**config.mk**
```make
export PLATFORM = sky130hd
export DESIGN_NAME = uart_tx_flow
export DESIGN_NICKNAME = d
export VERILOG_FILES = /design/src/rtl/uart_tx_flow.sv
export SDC_FILE = /design/constraint.sdc
export NUM_CORES = 1
export LEC_CHECK = 0
export CORE_MARGIN = 5
export CORE_UTILIZATION = 58
export DETAILED_ROUTE_END_ITERATION = 6
export GPL_TIMING_DRIVEN = 0
export PLACE_DENSITY = 0.82
export SYNTH_ARGS = -nofsm -noshare
export SYNTH_HDL_FRONTEND = slang
export SYNTH_SLANG_ARGS = --single-unit
export TNS_END_PERCENT = 50
```
**constraint.sdc**
```tcl
create_clock -name clk -period 3.2 [get_ports clk]
set_clock_uncertainty 0.15 [all_clocks]
set_input_delay 0.48 -clock clk [delete_from_list [all_inputs] [get_ports clk]]
set_output_delay 0.48 -clock clk [all_outputs]
set_load 0.1 [all_outputs]
```
**src/rtl/uart_tx_flow.sv**
```systemverilog
// uart_tx_flow
//   UART transmitter for result bytes returning from the BNN to the host.
//   Bytes pushed by the controller are buffered in a small circular FIFO and
//   sent as 8N1 frames (start, 8 data bits LSB first, stop) on UART_Tx.
//   A new frame is only started while the host grants permission on
//   UART_RTS. A frame already on the line always completes.
//
// Parameters
//   CLKS_PER_BIT  clock cycles per UART bit period (>= 2)
//   FIFO_DEPTH    transmit FIFO entries (power of 2, >= 2)
//
// Ports
//   clk         system clock, rising edge
//   rst         asynchronous active-high reset
//   tx_data     byte to transmit
//   tx_valid    tx_data valid; push on clk edge when tx_valid && tx_ready
//   tx_ready    FIFO has room for a byte
//   UART_RTS    host permission to send (asynchronous to clk)
//   UART_Tx     serial output, idle high
//   busy        frame on the line or FIFO non-empty
//   fifo_count  number of bytes currently buffered
module uart_tx_flow #(
    parameter int CLKS_PER_BIT = 434,
    parameter int FIFO_DEPTH   = 4
) (
    input  logic                          clk,
    input  logic                          rst,
    input  logic [7:0]                    tx_data,
    input  logic                          tx_valid,
    output logic                          tx_ready,
    input  logic                          UART_RTS,
    output logic                          UART_Tx,
    output logic                          busy,
    output logic [$clog2(FIFO_DEPTH):0]   fifo_count
);

    localparam int PTR_W  = $clog2(FIFO_DEPTH);
    localparam int CNT_W  = PTR_W + 1;
    localparam int BAUD_W = (CLKS_PER_BIT > 2) ? $clog2(CLKS_PER_BIT) : 1;

    localparam logic [CNT_W-1:0]  FULL        = CNT_W'(FIFO_DEPTH);
    localparam logic [BAUD_W-1:0] BAUD_RELOAD = BAUD_W'(CLKS_PER_BIT - 1);

    typedef enum logic [1:0] {
        IDLE  = 2'd0,
        START = 2'd1,
        DATA  = 2'd2,
        STOP  = 2'd3
    } state_t;

    state_t              state, state_next;
    logic [BAUD_W-1:0]   baud_cnt, baud_next;
    logic [2:0]          bit_idx, bit_next;
    logic [7:0]          shift_reg, shift_next;
    logic                tx_next;

    logic                rts_meta, rts_s;

    logic [7:0]          mem [FIFO_DEPTH];
    logic [PTR_W-1:0]    wr_ptr, rd_ptr;
    logic [CNT_W-1:0]    count;
    logic                push, pop;

    assign tx_ready   = (count != FULL);
    assign push       = tx_valid && tx_ready;
    assign fifo_count = count;
    assign busy       = (state != IDLE) || (count != '0);

    // RTS crosses from the host domain: two-flop synchroniser.
    always_ff @(posedge clk or posedge rst) begin
        if (rst) begin
            rts_meta <= 1'b0;
            rts_s    <= 1'b0;
        end else begin
            rts_meta <= UART_RTS;
            rts_s    <= rts_meta;
        end
    end

    // FIFO control. Simultaneous push and pop leaves the count unchanged.
    always_ff @(posedge clk or posedge rst) begin
        if (rst) begin
            wr_ptr <= '0;
            rd_ptr <= '0;
            count  <= '0;
        end else begin
            if (push) wr_ptr <= wr_ptr + 1'b1;
            if (pop)  rd_ptr <= rd_ptr + 1'b1;
            case ({push, pop})
                2'b10:   count <= count + 1'b1;
                2'b01:   count <= count - 1'b1;
                default: count <= count;
            endcase
        end
    end

    // FIFO storage carries no reset; entries are only read after a push.
    always_ff @(posedge clk) begin
        if (push) mem[wr_ptr] <= tx_data;
    end

    // FSM state and control registers.
    always_ff @(posedge clk or posedge rst) begin
        if (rst) begin
            state    <= IDLE;
            baud_cnt <= '0;
            bit_idx  <= '0;
            UART_Tx  <= 1'b1;
        end else begin
            state    <= state_next;
            baud_cnt <= baud_next;
            bit_idx  <= bit_next;
            UART_Tx  <= tx_next;
        end
    end

    always_ff @(posedge clk) begin
        shift_reg <= shift_next;
    end

    // Next-state logic. UART_Tx is registered from the next state so the
    // line is glitch-free and still falls on the same edge as the pop.
    always_comb begin
        state_next = state;
        baud_next  = baud_cnt;
        bit_next   = bit_idx;
        shift_next = shift_reg;
        pop        = 1'b0;
        tx_next    = 1'b1;

        case (state)
            IDLE: begin
                if ((count != '0) && rts_s) begin
                    pop        = 1'b1;
                    shift_next = mem[rd_ptr];
                    baud_next  = BAUD_RELOAD;
                    state_next = START;
                end
            end
            START: begin
                if (baud_cnt == '0) begin
                    baud_next  = BAUD_RELOAD;
                    bit_next   = 3'd0;
                    state_next = DATA;
                end else begin
                    baud_next = baud_cnt - 1'b1;
                end
            end
            DATA: begin
                if (baud_cnt == '0) begin
                    baud_next  = BAUD_RELOAD;
                    shift_next = {1'b0, shift_reg[7:1]};
                    bit_next   = bit_idx + 3'd1;
                    if (bit_idx == 3'd7) state_next = STOP;
                end else begin
                    baud_next = baud_cnt - 1'b1;
                end
            end
            STOP: begin
                // Returning to IDLE guarantees at least one idle-high clock
                // before the next start bit.
                if (baud_cnt == '0) begin
                    state_next = IDLE;
                end else begin
                    baud_next = baud_cnt - 1'b1;
                end
            end
            default: state_next = IDLE;
        endcase

        case (state_next)
            START:   tx_next = 1'b0;
            DATA:    tx_next = shift_next[0];
            default: tx_next = 1'b1;
        endcase
    end

endmodule

```
# Word level (Yosys, flattened, before mapping)
# Memories as Yosys holds them, arrays and structs flattened.
# Index checks and enable logic that the tools add are counted.
dict set report totals {
  input_bits 12
  output_inout_bits 6
  reg_bits 32
  ramBits 32
  latchBits 0
  mem_bits_ro 0
  word_cells 67
  mem_count 1
}
dict set report op_classes {
  eq_ne 13
  n_div 0
  mul 0
  addsub 6
  n_mux 22
  n_shift 0
  reduce_logical 14
  n_bitwise 0
  n_lt_le_gt_ge 0
}
# name words word_bits rd rd_ports_with_merged_regs write_ports line_no
set mem_list {}
lappend mem_list {mem 4 8 1 0 1 59} ;# logic [7:0] mem [FIFO_DEPTH];
# cell count
set op_table {}
lappend op_table {{$mux 9} 3}
lappend op_table {{$pmux 9 s3} 1}
lappend op_table {{$mux 8} 2}
lappend op_table {{$pmux 8 s2} 1}
lappend op_table {{$pmux 3 s2} 2}
lappend op_table {{$mux 2} 5}
lappend op_table {{$logic_not 9->1} 1}
lappend op_table {{$sub 9x1->9 const B} 1}
lappend op_table {{$eq 2x2->1 const B} 4}
lappend op_table {{$ne 2x2->1 const B} 4}
lappend op_table {{$pmux 2 s4} 1}
lappend op_table {{$reduce_bool 2->1} 4}
lappend op_table {{$add 3x1->3 const B} 2}
lappend op_table {{$eq 2x1->1 const B} 3}
lappend op_table {{$mux 3} 2}
lappend op_table {{$reduce_and 3->1} 2}
lappend op_table {{$add 2x1->2 const B} 2}
lappend op_table {{$mux 1} 4}
lappend op_table {{$eq 3x3->1 const B} 1}
lappend op_table {{$ne 3x3->1 const B} 1}
lappend op_table {{$reduce_bool 3->1} 1}
lappend op_table {{$sub 3x1->3 const B} 1}
lappend op_table {{$logic_and 1x1->1} 2}
lappend op_table {{$logic_not 2->1} 1}
lappend op_table {{other kinds (4)} 4}

# Depth between registers and ports, before layout
# Gate-level depths: netlist of the first run.
dict set report depth {
  ltp_word 6
  ltp_mapped 11
  ltp_nobuf 10
}

# Worst setup path before layout of the first run
# No wires, ideal clock.
dict set report synth_path {
  kind {reg-to-reg}
  startpoint {register count[2] (netlist: fifo_count[2])}
  endpoint {register count[2] (netlist: fifo_count[2])}
  t_arrival_ns 3.163
  path_slack_ns -0.277
  t_required_ns 2.887
  n_path_buf 0
  stages_incl_launch_ff 9
  setup_time_ns 0.163
  synth_period_minus_slack_ns 3.477
  path_cell_list {dfrtp_1 -> nand2_1 -> nand2_1 -> ha_1 -> inv_1 -> fa_1 -> xor2_1 -> nor2_1 -> xor2_1}
}
dict set report synth_via {
  elab_cells_between_ends 12
  classes_between {add/sub (2); eq/ne (3); mux (3); reduce/logical (4)}
}
# element line_no
set synth_lines {}
lappend synth_lines {{start, declared} 61} ;# logic [CNT_W-1:0] count;
lappend synth_lines {{start signal, assigned} 90} ;# 2'b10: count <= count + 1'b1;
lappend synth_lines {{start signal, assigned} 91} ;# 2'b01: count <= count - 1'b1;
lappend synth_lines {{start signal, assigned} 92} ;# default: count <= count;
lappend synth_lines {{$ne 3x3->1 *} 64} ;# assign tx_ready = (count != FULL);
lappend synth_lines {{named net tx_ready} 30} ;# output logic tx_ready,
lappend synth_lines {{$logic_and 1x1->1 *} 65} ;# assign push = tx_valid && tx_ready;
lappend synth_lines {{$eq 2x1->1 / $eq 2x2->1 (equally long branches)} 89} ;# case ({push, pop})
lappend synth_lines {{$pmux 3 s2 / $reduce_bool 2->1 (equally long branches)} -}
# Mark *: on every way through the listed nets, which the timed path passes. The rest lies on a longest branch.
# A chain may end at the register's enable or synchronous reset.

# Worst setup path after layout of the first run
dict set report layout_path {
  startpoint {register state[1]}
  endpoint {output busy}
}
dict set report layout_via {
  elab_chain_len 2
}
# element line_no
set layout_lines {}
lappend layout_lines {{start, declared} 51} ;# state_t state, state_next;
lappend layout_lines {{start signal, assigned} 110} ;# state <= state_next;
lappend layout_lines {{$reduce_bool 2->1} 67} ;# assign busy = (state != IDLE) || (count != '0);
lappend layout_lines {{$logic_or 1x1->1} 67}
lappend layout_lines {{end, declared} 33} ;# output logic busy,
# No other way between the ends.

==> impl_metrics.toml, run 1 <==
[outcome]
status = "finished, final reports clean"

[power]
leakage_nw = 1.32
pwr-share-comb = 0.402
seqPwrFrac = 0.398
power_density_mw_per_mm2 = 1010
p_int_w = 0.00205
ir_drop_mv = 0.847
total_power_w = 0.00337
p_sw_frac = 0.391
power.switching_w = 0.00132
pwr-share-clk = 0.200

[synthesis]
synth_edf_count = 39
async_flop_share = 0.375
synthCells = 200
yosysWarnings = 0
synth_nets = 227
yosysUniqueCellTypes = 45
seq_area_frac_synth = 0.618
yosys_register_bits = 64
syn_area_mm2 = 0.00290
synth_area_per_cell_um2 = 14.5
synthFlopType = "edfxtp_1"

[finish]
nNetsFinal = 255
n_fill_cell = 324
multiInputGateArea_mm2 = 0.00103
area_delta_synth_final_pct = 15.6
antenna_cells = 0
largest_reg_flops = 32
drive_gt1_frac = 0.167
final-seq-area_mm2 = 0.00179

[job]
cap_viol_max_count = 0

[global_route]
grt_max_degree = 25
grt_pass1_vias = 1765
track_usage = 0.180
antenna_found_initial = 0
grt_pass1_wl_mm = 8.61
globalRouteOverflowTotal = 0

[clock_tree]
h-tree-depth = 3
ctsResizeCount = 0
cts_hold_buf = 0
cts_inserted_buffers = 9
clock-sinks = 64
clockBufferDepth = 2
post-cts-setup-buffer-count = 0
path_clk_slew_ns = 0.07
cts_root_buffer = "clkbuf_8"
worstSkewPairLatency_ns = 0.34
tritoncts = "done"

[detailed_routing]
drt_iter0_drc = 94
vias_per_cell = 5.60
num_vias = 1679
drc = 0
finalWirelength_mm = 4.81
wl_per_cell_um = 16.0
first_pass_iters = 4
antenna_left = 0

[timing]
rsz0062_at_grt = "no"
setup_viol = 0
max_slew_margin = 0.346
worst_slew_pin_slew_ns = 0.978
tns_ns = 0
maxSlewViolCount = 0
min_period_ns = 2.98
min_period_over_period = 0.930
max_freq_ghz = 0.336
hold_viol = 0

[setup_path]
path_class = "reg2out"
crit_path_start_kind = "flop"
worstPathArrival_ns = 2.35
cp.required_ns = 2.57
end_kind = "output port"
critPathMaxFanout = 5

[floorplan]
core-area_mm2 = 0.00479
initial_core_util = 0.606
num_rows = 25
ios = 18
die_w_um = 80.7
die_area_mm2 = 0.00651
die_h_um = 80.7

[placed_design]
gp_congestion = 0.858
hpwl_mm = 3.37
port_buffers = 17

[min_path]
hold_class = "reg2reg"
## layout make-up
| cell class | count | area share |
|---|---|---|
| buffer | 6 | 0.00784 |
| inverter | 14 | 0.0157 |
| sequential | 64 | 0.535 |
| clock inverter | 7 | 0.0213 |
| timing repair buffer | 17 | 0.0508 |
| clock buffer | 9 | 0.0370 |
| tap | 67 | 0.0250 |
| multi-input combinational | 116 | 0.307 |
## cells in the final DEF (no fill, tap or decap), types with 4 or more instances in the layout
cell type and instances:
xnor2_1 4, mux4_2 8, o21ai_0 11, a22o_1 10
nand2_1 6, clkbuf_8 9, clkdlybuf4s50_1 17, nor2_1 10
and2_1 4, a21oi_1 7, dfrtp_1 23, edfxtp_1 39
and3_1 4, inv_1 14, ha_1 14
## synth_stat cells, types with 2 or more instances
cell type | count | area [um2]
and3_1 | 4 | 25.0
nand2_1 | 7 | 26.3
o22ai_1 | 2 | 12.5
a21oi_1 | 7 | 35.0
mux2_2 | 2 | 22.5
inv_1 | 14 | 52.6
xnor2_1 | 4 | 35.0
nor3b_1 | 2 | 15.0
ha_1 | 14 | 175
xor2_1 | 3 | 26.3
nand3_1 | 2 | 10.0
clkbuf_1 | 3 | 11.3
a22o_1 | 10 | 87.6
mux4_2 | 8 | 180
edfxtp_1 | 39 | 1170
nor2_1 | 10 | 37.5
a211o_1 | 2 | 17.5
and2_1 | 4 | 25.0
buf_2 | 3 | 15.0
o21ai_0 | 11 | 55.1
mux2i_1 | 2 | 20.0
dfrtp_1 | 23 | 576
o31ai_1 | 2 | 15.0
## through the flow
stage	instances	utilization	setup slack (ns)	area, um2	hold slack, ns
3_3_place_gp	284	0.659	0.538	3160	0.183
2_1_floorplan	200	-	0.0629	2900	0.181
4_1_cts	300	0.700	0.206	3350	0.199
3_5_place_dp	284	0.659	0.455	3160	0.187
6_report	300	0.700	0.224	3350	0.198
5_1_grt	300	0.700	0.131	3350	0.217
## final timing paths
| check | slack, ns | start | endpoint | cells after the start |
|---|---|---|---|---|
| max in group asynchronous | 1.86 | rst | fifo_count[0] | 2 |
| worst max register to register | 0.44 | state[1] | fifo_count[2] | 11 |
| worst max-delay path | 0.22 | state[1] | busy | 4 |
| min in group asynchronous | 0.49 | rst | bit_idx[2] | 2 |
| worst min-delay path | 0.20 | rts_meta | rts_s | 0 |
| worst min register to register | 0.20 | rts_meta | rts_s | 0 |
## cell families (layout without fill, tap and decap cells)
| group | Yosys count | after routing | share of synthesized area |
|---|---|---|---|
| buffers and inverters | 20 | 53 | 0.0272 |
| AND/OR/NAND/NOR | 41 | 41 | 0.0898 |
| AO/OA/AOI/OAI | 41 | 41 | 0.0993 |
| flip-flops | 64 | 64 | 0.618 |
| adder cells (fa/ha/maj) | 15 | 15 | 0.0673 |
| XOR/XNOR | 7 | 7 | 0.0211 |
| multiplexers | 12 | 12 | 0.0768 |
## critical path: stages, from the launching register on
cell and delay (ns):
dfrtp_1 0.42, inv_1 0.12, ha_1 0.24, nand3b_1 0.09, clkdlybuf4s50_1 1.13
## routing by layer
| layer | up-vias | routed length (um) | global-route usage |
|---|---|---|---|
| met1 | 825 | 2190 | 0.223 |
| li1 | 810 | - | - |
| met4 | 0 | 68 | 0.0760 |
| met5 | - | 0 | 0 |
| met2 | 38 | 2380 | 0.292 |
| met3 | 6 | 184 | 0.0572 |
## power groups by stage
stage	clock network (W)	registers (W)	logic (W)
floorplan	0	0.00151	0.000889
global placement	0	0.00135	0.00132
detailed placement	0	0.00136	0.00135
CTS	0.000691	0.00134	0.00137
global route	0.000728	0.00137	0.00149
finish	0.000676	0.00134	0.00136
Power figures use the tool's default switching activity.
==> run 2, diff against run 1 <==
--- a/config.mk
+++ b/config.mk
@@ -5,7 +5,6 @@
 export SDC_FILE = /design/constraint.sdc
 export NUM_CORES = 1
 export LEC_CHECK = 0
-export CORE_MARGIN = 5
 export CORE_UTILIZATION = 58
 export DETAILED_ROUTE_END_ITERATION = 6
 export GPL_TIMING_DRIVEN = 0
==> impl_metrics.toml, run 2 (synthesis results as in run 1) <==
[finish]
n_fill_cell = 326
drive_gt1_frac = 0.163
largest_reg_flops = 32
final-seq-area_mm2 = 0.00179
nNetsFinal = 255
final_common_cell = "edfxtp_1"
final_cell_mix = "edfxtp_1, dfrtp_1, clkdlybuf4s50_1"
multiInputGateArea_mm2 = 0.00103
final_util = 0.714
area_delta_synth_final_pct = 17.2
antenna_cells = 0

[timing]
min_period_over_period = 0.927
max_slew_margin = 0.348
hold_viol = 0
tns_ns = 0
fin_hold_ws_ns = 0.206
rsz0062_at_grt = "no"
max_freq_ghz = 0.337
maxSlewViolCount = 0
min_period_ns = 2.97
setup_viol = 0
worst_slew_pin_slew_ns = 0.975

[clock_tree]
post-cts-setup-buffer-count = 0
cts_root_buffer = "clkbuf_8"
h-tree-depth = 3
clockBufferDepth = 2
cts_inserted_buffers = 9
cts_hold_buf = 0
worstSkewPairLatency_ns = 0.34
path_clk_slew_ns = 0.07
tritoncts = "done"
clock-sinks = 64
ctsResizeCount = 0

[power]
leakage_nw = 1.35
power_density_mw_per_mm2 = 1040
ir_drop_mv = 0.538

[min_path]
holdCritStartpoint = "rts_meta"
hold_class = "reg2reg"

[setup_path]
worstPathArrival_ns = 2.34
crit_path_start_kind = "flop"
end_kind = "output port"
path_class = "reg2out"
cp-startpoint = "state[1]"
critPathMaxFanout = 5
reg2reg_from = "state[0]"
cp.required_ns = 2.57

[detailed_routing]
drt_iter0_drc = 124
num_vias = 1684
antenna_left = 0
wl_per_cell_um = 15.8
finalWirelength_mm = 4.75
drc = 0
vias_per_cell = 5.61
first_pass_iters = 5

[floorplan]
die_w_um = 72.7
ios = 18
die_h_um = 72.7
die_area_mm2 = 0.00529
initial_core_util = 0.610
num_rows = 25
core-area_mm2 = 0.00475

[global_route]
grt_pass1_vias = 1698
globalRouteOverflowTotal = 0
track_usage = 0.214
grt_max_degree = 25
grt_pass1_wl_mm = 8.21
antenna_found_initial = 0

[outcome]
status = "finished, final reports clean"

[placed_design]
hpwl_mm = 3.24
gp_congestion = 0.837
port_buffers = 17

[job]
cap_viol_max_count = 0
-- run 2: power by group --
group	switching [W]	total, W	internal, W
combinational	0.000826	0.00135	0.000519
sequential	0.000175	0.00135	0.00117
clock	0.000316	0.000833	0.000517
-- run 2: final cells by class --
cell class	count	share of cell area
buffer	6	0.00773
clock buffer	9	0.0365
timing repair buffer	17	0.0501
multi-input combinational	116	0.303
clock inverter	7	0.0346
tap	67	0.0247
inverter	14	0.0155
sequential	64	0.528
-- run 2: path summary, 6_finish.rpt --
check / to / slack, ns / cells after the start
min: rts_s / 0.21 / 0
min reg2reg: rts_s / 0.21 / 0
max: busy / 0.23 / 4
max reg2reg: fifo_count[2] / 0.44 / 11
min in group asynchronous: baud_cnt[1] / 0.48 / 2
max in group asynchronous: baud_cnt[7] / 1.86 / 2
-- run 2: metal layers --
layer	track usage	vias up	wire, um
met1	0.300	832	2250
met3	0.0414	10	140
met5	0	-	0
met4	0.105	0	81
met2	0.325	32	2280
li1	-	810	-
-- run 2: worst max-delay path: stages (launching register included) --
cell	delay (ns)
dfrtp_1	0.41
inv_1	0.11
ha_1	0.25
nand3b_1	0.10
clkdlybuf4s50_1	1.12
-- run 2: per-stage QoR --
step	power, W	setup slack [ns]	cells	instance area (um2)
CTS	0.00354	0.222	300	3400
floorplan	0.00239	0.0629	200	2900
global route	0.00374	0.140	300	3400
detailed placement	0.00270	0.450	284	3160
finish	0.00353	0.233	300	3400
global placement	0.00266	0.546	284	3160
==> run 3, diff against run 2 <==
--- a/config.mk
+++ b/config.mk
@@ -9,6 +9,7 @@
 export DETAILED_ROUTE_END_ITERATION = 6
 export GPL_TIMING_DRIVEN = 0
 export PLACE_DENSITY = 0.82
+export REMOVE_ABC_BUFFERS = 1
 export SYNTH_ARGS = -nofsm -noshare
 export SYNTH_HDL_FRONTEND = slang
 export SYNTH_SLANG_ARGS = --single-unit
==> impl_metrics.toml, run 3 (synthesis results as in run 1) <==
[timing]
hold_viol = 0
rsz0062_at_grt = "no"
setup_viol = 0
worst_slew_pin_slew_ns = 0.970
maxSlewViolCount = 0
fin_hold_ws_ns = 0.203
max_freq_ghz = 0.334
max_slew_margin = 0.351
min_period_ns = 2.99
fin_ws_ns = 0.206
min_period_over_period = 0.936

[clock_tree]
ctsResizeCount = 0
worstSkewPairLatency_ns = 0.34
clock-sinks = 64
tritoncts = "done"
cts_hold_buf = 0
cts_inserted_buffers = 9
h-tree-depth = 3
clockBufferDepth = 2
path_clk_slew_ns = 0.07
post-cts-setup-buffer-count = 0
cts_root_buffer = "clkbuf_8"

[detailed_routing]
vias_per_cell = 5.75
drt_iter0_drc = 90
wl_per_cell_um = 16.4
finalWirelength_mm = 4.82
drc = 0
num_vias = 1690
first_pass_iters = 4
antenna_left = 0

[global_route]
grt_pass1_vias = 1652
grt-busiest-layer = "met2"
track_usage = 0.211
met1_usage = 0.282
grt_max_degree = 25
grtUsageMet2 = 0.322
met3_usage = 0.0746
globalRouteOverflowTotal = 0
antenna_found_initial = 0
grt_pass1_wl_mm = 7.97

[power]
pwr-share-clk = 0.227
power.switching_w = 0.00133
leakage_nw = 1.33
ir_drop_mv = 0.684
power_density_mw_per_mm2 = 1030
seqPwrFrac = 0.403
total_power_w = 0.00346
p_sw_frac = 0.386
pwr-share-comb = 0.370
p_int_w = 0.00212

[finish]
final_common_cell = "edfxtp_1"
largest_reg_flops = 32
drive_gt1_frac = 0.154
final_cell_mix = "edfxtp_1, dfrtp_1, clkdlybuf4s50_1"
nNetsFinal = 249
final_util = 0.705
antenna_cells = 0
stdcell_area_mm2 = 0.00335
area_delta_synth_final_pct = 15.7
n_fill_cell = 322

[setup_path]
crit_chain = "inv_1, ha_1, nand3b_1, clkdlybuf4s50_1"
worstPathArrival_ns = 2.36
crit_buf_inv = 2
crit_path_max_incr_delay_ns = 1.13
crit_slowest_cell = "clkdlybuf4s50_1"
cp.required_ns = 2.57
ff2ff_path_depth = 10
r2r_setup_slack_ns = 0.35
crit_path_start_kind = "flop"
path_class = "reg2out"
critPathMaxFanout = 5
end_kind = "output port"
crit_family = "buffers and inverters"
reg2reg_from = "state[1]"
r2r_end = "fifo_count[2]"

[floorplan]
die_area_mm2 = 0.00529
die_h_um = 72.7
initial_core_util = 0.610
num_rows = 25
core-area_mm2 = 0.00475
die_w_um = 72.7
ios = 18

[placed_design]
gp_congestion = 0.801
place_ws_ns = 0.295
port_buffers = 17
hpwl_mm = 3.23
placedInstanceArea_mm2 = 0.00313

[job]
cap_viol_max_count = 0

[min_path]
hold_depth = 0
hold_class = "reg2reg"
whs_endpoint = "rts_s"
holdCritStartpoint = "rts_meta"

[outcome]
status = "finished, final reports clean"
[run 3: power by group through the flow]
stage	registers, W	clock network, W	logic, W
floorplan	0.00154	0	0.000828
global placement	0.00140	0	0.00124
detailed placement	0.00141	0	0.00127
CTS	0.00140	0.000802	0.00128
global route	0.00143	0.000835	0.00139
finish	0.00139	0.000785	0.00128
[run 3: final cells by class]
type	instances	area [um2]	share of cell area
well taps	67	83.8	0.0250
clock buffers	9	124	0.0369
clock inverters	7	103	0.0306
repair buffers	17	170	0.0507
multi-input cells	116	1030	0.306
flip-flops and latches	64	1790	0.535
inverters	14	52.6	0.0157
[run 3: how the worst max path moves through the flow]
stage | slack (ns) | cells after the start | endpoint | from
final | 0.21 | 4 | busy | state[1]
after global routing | 0.11 | 4 | busy | state[0]
after detailed placement | 0.30 | 10 | fifo_count[2] | state[1]
after CTS | 0.18 | 4 | busy | state[1]
after floorplan | -0.28 | 8 | fifo_count[2] | fifo_count[2]
after global placement | 0.42 | 10 | fifo_count[2] | state[0]
[run 3: through the flow]
step / cells / setup TNS, ns
floorplan: 194 / -0.361
global placement: 278 / 0
detailed placement: 278 / 0
CTS: 294 / 0
global route: 294 / 0
finish: 294 / 0
[run 3: metal layers]
metal	routed length, um	vias up	share of wire
met5	0	-	0
met2	2340	42	0.48
met1	2170	846	0.45
met4	56	0	0.012
li1	-	795	-
met3	257	7	0.053
